==> src/rtl/signal_field_gen.sv <==
// Builds the 802.11a SIGNAL field from RATE/LENGTH and serialises it LSB-first,
// one bit per accepted beat, for the convolutional-encoder chain.
module signal_field_gen #(
    parameter int TAIL_BITS = 6,
    parameter int CNT_W     = 5
) (
    input  logic                      clk,
    input  logic                      rst,
    input  logic                      start,
    input  logic [3:0]                rate,
    input  logic [11:0]               length,
    input  logic                      out_ready,
    output logic                      bit_out,
    output logic                      bit_valid,
    output logic                      busy,
    output logic                      done,
    output logic                      err,
    output logic [18+TAIL_BITS-1:0]   field_reg
);

    localparam int FIELD_W = 18 + TAIL_BITS;
    localparam logic [CNT_W-1:0] LAST_IDX = CNT_W'(FIELD_W - 1);

    if ((2 ** CNT_W) <= FIELD_W) begin : g_cnt_w_check
        $error("CNT_W is too narrow to index the whole field");
    end

    typedef enum logic [1:0] {
        IDLE = 2'd0,
        SEND = 2'd1,
        DONE = 2'd2
    } state_t;

    // RATE, reserved zero, LENGTH, even parity over bits 16:0, then zero tail.
    function automatic logic [FIELD_W-1:0] build_field(input logic [3:0]  r,
                                                       input logic [11:0] l);
        logic [16:0]        head;
        logic [FIELD_W-1:0] f;
        head     = {l, 1'b0, r};
        f        = '0;
        f[16:0]  = head;
        f[17]    = ^head;
        return f;
    endfunction

    state_t             state_q;
    logic [CNT_W-1:0]   idx_q;
    logic [FIELD_W-1:0] field_q;
    logic               bit_valid_q;
    logic               busy_q;
    logic               done_q;
    logic               err_q;

    logic [FIELD_W-1:0] field_d;
    logic               start_ok;
    logic               beat;

    assign field_d  = build_field(rate, length);
    assign start_ok = rate[3] && (length != 12'd0);
    assign beat     = bit_valid_q && out_ready;

    always_ff @(posedge clk) begin
        if (!rst) begin
            state_q     <= IDLE;
            idx_q       <= '0;
            field_q     <= '0;
            bit_valid_q <= 1'b0;
            busy_q      <= 1'b0;
            done_q      <= 1'b0;
            err_q       <= 1'b0;
        end else begin
            done_q <= 1'b0;
            err_q  <= 1'b0;
            case (state_q)
                IDLE: begin
                    if (start) begin
                        if (start_ok) begin
                            field_q     <= field_d;
                            idx_q       <= '0;
                            state_q     <= SEND;
                            bit_valid_q <= 1'b1;
                            busy_q      <= 1'b1;
                        end else begin
                            err_q <= 1'b1;
                        end
                    end
                end
                SEND: begin
                    if (beat) begin
                        if (idx_q == LAST_IDX) begin
                            idx_q       <= '0;
                            state_q     <= DONE;
                            bit_valid_q <= 1'b0;
                            busy_q      <= 1'b0;
                            done_q      <= 1'b1;
                        end else begin
                            idx_q <= idx_q + 1'b1;
                        end
                    end
                end
                DONE: begin
                    state_q <= IDLE;
                end
                default: begin
                    state_q     <= IDLE;
                    bit_valid_q <= 1'b0;
                    busy_q      <= 1'b0;
                end
            endcase
        end
    end

    // Bit is driven from the registered index so a stalled beat holds its value.
    assign bit_out   = bit_valid_q & field_q[idx_q];
    assign bit_valid = bit_valid_q;
    assign busy      = busy_q;
    assign done      = done_q;
    assign err       = err_q;
    assign field_reg = field_q;

endmodule

==> config.mk <==
export PLATFORM = sky130hd
export DESIGN_NAME = signal_field_gen
export DESIGN_NICKNAME = d
export VERILOG_FILES = /design/src/rtl/signal_field_gen.sv
export SDC_FILE = /design/constraint.sdc
export NUM_CORES = 1
export LEC_CHECK = 0
export ABC_AREA = 1
export ABC_CLOCK_PERIOD_IN_PS = 1600
export BUFFER_PORTS_ARGS = -buffer_cell sky130_fd_sc_hd__buf_2
export CAP_MARGIN = 40
export CORE_MARGIN = 2
export CORE_UTILIZATION = 25
export DETAILED_ROUTE_END_ITERATION = 12
export MAX_ROUTING_LAYER = met4
export PLACE_DENSITY_LB_ADDON = 0.2
export SLEW_MARGIN = 10
export SYNTH_ARGS = -nofsm -noshare
export SYNTH_HDL_FRONTEND = slang
export SYNTH_SLANG_ARGS = --single-unit
==> constraint.sdc <==
create_clock -name clk -period 1.6 [get_ports clk]
set_input_delay 0.32 -clock clk [delete_from_list [all_inputs] [get_ports clk]]
set_output_delay 0.32 -clock clk [all_outputs]
set_load 0.1 [all_outputs]
==> impl_metrics.tcl <==
set metrics [dict create \
    cts.hold.buffers_added 0 \
    critical_path_class "reg2out" \
    critPathArrivalTime_ns 1.61 \
    setup_viol 1 \
    synth_cells 262 \
    area_growth_pct 34.4 \
    synth_cell_types 30 \
    largest_reg_flops 17 \
    final_antenna_net_count 0 \
    cts_sinks 27 \
    ys_seq_area_frac 0.323 \
    wl_um 4540 \
    initial_core_util 0.260 \
    worstSetupEndpointType "output pin" \
    cts_tree "done" \
    vias_per_cell 4.35 \
    critPathTopFamily "compound AO/OA/AOI/OAI gates" \
    avgSynthCellArea_um2 6.38 \
    worst_slack_ns -0.333 \
    holdWs_ns 0.298 \
    syn-cell-area_mm2 0.00167 \
    power_leakage_nw 1.11 \
    fin_crit_sh 1.21 \
    final_layout_size_suffix_gt1_frac 0.343 \
    die_h_um 85.8 \
    grt_pass1_wl_um 7760 \
    crit_path_start_kind "flip-flop" \
    synth.yosys.warnings 0 \
    clk_pin_slew_ns 0.09 \
    finClkSkew_ns 0.00573 \
    die_x_um 85.8 \
    power_density_mw_per_mm2 781 \
    diodes 0 \
    hpwlAfterDp_um 3630 \
    slowest_stage "dfxtp_2" \
    worstHoldPathType "in2reg" \
    path_cells "buf_6 -> a21oi_1 -> o21ai_1 -> nand3_1 -> nand3_1 -> nand2_1 -> nand2_2 -> a21boi_4 -> buf_12" \
    io_pins 49 \
    cpPeakStageDelay_ns 0.35 \
    clock_latency_ns 0.27 \
    post-place-cells 396 \
    violations "DRC, setup timing" \
    cts_setup_buffers 0 \
    min_period_ns 1.93 \
    overflow 0 \
    final_net_count 346 \
    grt_usage 0.134 \
    status "finished, violations left" \
    synth_seq_cells 27 \
    die_area_mm2 0.00736 \
    design.core.area_mm2 0.00642 \
    cap_violations 0 \
    antenna_found_initial 0 \
    h-tree-depth 1 \
    wire_per_inst_um 11.3 \
    first_pass_iters 11 \
    grt_pass1_vias 1684 \
    ir_worst_vdd_uv 363 \
    grt_max_degree 20 \
    fmax_mhz 517 \
    cp.buffers_inverters 2 \
    io_buffers 41 \
    rsz0062_at_grt "true" \
    root_buffer "clkbuf_8" \
    initialDrtViolationCount 140 \
    required_ns 1.28 \
    postLayoutCoreUtil 0.350 \
    cts_buffer_depth 2 \
    row_count 29 \
    cp_max_fo 6 \
    hold_viol_final 0 \
    fin_cells 401 \
    report.final.slew_viol_count 0 \
    drc_errors 1 \
    gp_congestion 0.754 \
    vias 1743 \
    cts_made_buffers 3 \
    cpMostUsedCell "nand3_1" \
]
==> power breakdown <==
group | switching, W | total [W] | internal, W
logic | 0.000489 | 0.000641 | 0.000152
clock network | 0.000213 | 0.000391 | 0.000179
registers | 0.0000255 | 0.000723 | 0.000698
==> metrics by stage <==
stage	power, W	area (um2)	TNS, ns	setup slack, ns
floorplan	0.00124	1770	-0.319	-0.319
global placement	0.00138	2180	-0.0666	-0.0666
detailed placement	0.00138	2180	-0.0811	-0.0811
CTS	0.00177	2230	-0.343	-0.343
global route	0.00186	2250	-0.596	-0.481
finish	0.00175	2250	-0.333	-0.333
==> tightest hold or removal path, delay by kind of cell <==
kind	cells	cell delay [ns]
buf+inv	2	0.16
simple gates	1	0.05
==> routing by layer <==
layer | vias to the layer above | routed length [um] | GRT usage | part of all wire
li1 | 952 | - | - | -
met1 | 750 | 2310 | 0.181 | 0.51
met2 | 35 | 2000 | 0.210 | 0.44
met3 | 6 | 155 | 0.0144 | 0.034
met4 | 0 | 69 | 0.0418 | 0.015
met5 | - | 0 | - | 0
==> layout make-up <==
cell class	instances	area (um2)
Sequential cell	27	602
Fill cell	713	4180
Tap cell	77	96.3
Timing Repair Buffer	67	429
Multi-Input combinational cell	186	925
Inverter	40	150
Clock buffer	4	45.0
==> path summary, 6_finish.rpt <==
kind              slack [ns]          start       endpoint  depth (start not counted)
setup / recovery       -0.33       idx_q[0]        bit_out                          9
hold / removal          0.30          start            err                          3
setup reg to reg        0.07       idx_q[0]           busy                          7
hold reg to reg         0.48  field_reg[14]  field_reg[14]                          2
==> cells in the mapped netlist <==
cell | number | area, um2
nand2_1 | 83 | 312
inv_1 | 37 | 139
a21oi_1 | 28 | 140
dfxtp_1 | 27 | 541
nand3_1 | 15 | 75.1
o21ai_1 | 9 | 45.0
buf_4 | 8 | 60.1
nor2_1 | 8 | 30.0
o21ai_0 | 6 | 30.0
nand3_2 | 4 | 40.0
nor4_1 | 4 | 25.0
a21oi_2 | 3 | 26.3
buf_2 | 3 | 15.0
nor3_1 | 3 | 15.0
buf_6 | 2 | 22.5
clkbuf_1 | 2 | 7.51
inv_2 | 2 | 7.51
nor3_2 | 2 | 20.0
nor3b_1 | 2 | 15.0
o211ai_1 | 2 | 15.0
or2_1 | 2 | 12.5
xor2_1 | 2 | 17.5
a21boi_0 | 1 | 7.51
clkinv_1 | 1 | 3.75
conb_1 | 1 | 3.75
ha_1 | 1 | 12.5
nand2_2 | 1 | 6.26
nand2_4 | 1 | 11.3
o21a_1 | 1 | 7.51
xnor2_1 | 1 | 8.76
==> cells in the final DEF, fill, tap and decap left out, types with 7 or more instances in the layout <==
master | netlist | layout
buf_4 | 8 | 23
dfxtp_1 | 27 | 8
o21ai_1 | 9 | 14
a21oi_1 | 28 | 28
inv_1 | 37 | 31
nand2_1 | 83 | 82
nand3_1 | 15 | 15
conb_1 | 1 | 7
dfxtp_4 | 0 | 15
inv_2 | 2 | 8
nor2_1 | 8 | 8
buf_2 | 3 | 41
==> kinds of logic (layout without fill, tap and decap cells) <==
family	after synthesis	count (layout)	share of synthesized area
adder cells (fa/ha/maj)	1	1	0.00748
other	1	7	0.00224
flip-flops	27	27	0.323
buffers and inverters	55	111	0.153
AND/OR/NAND/NOR	125	125	0.336
XOR/XNOR	3	3	0.0157
AO/OA/AOI/OAI	50	50	0.162
==> repair_timing <==
action                     CTS  global route
setup endpoints to repair    2             4
resized for setup            2             2
gates cloned                 1             0
pin swaps                    2             0
Power figures use the tool's default switching activity.
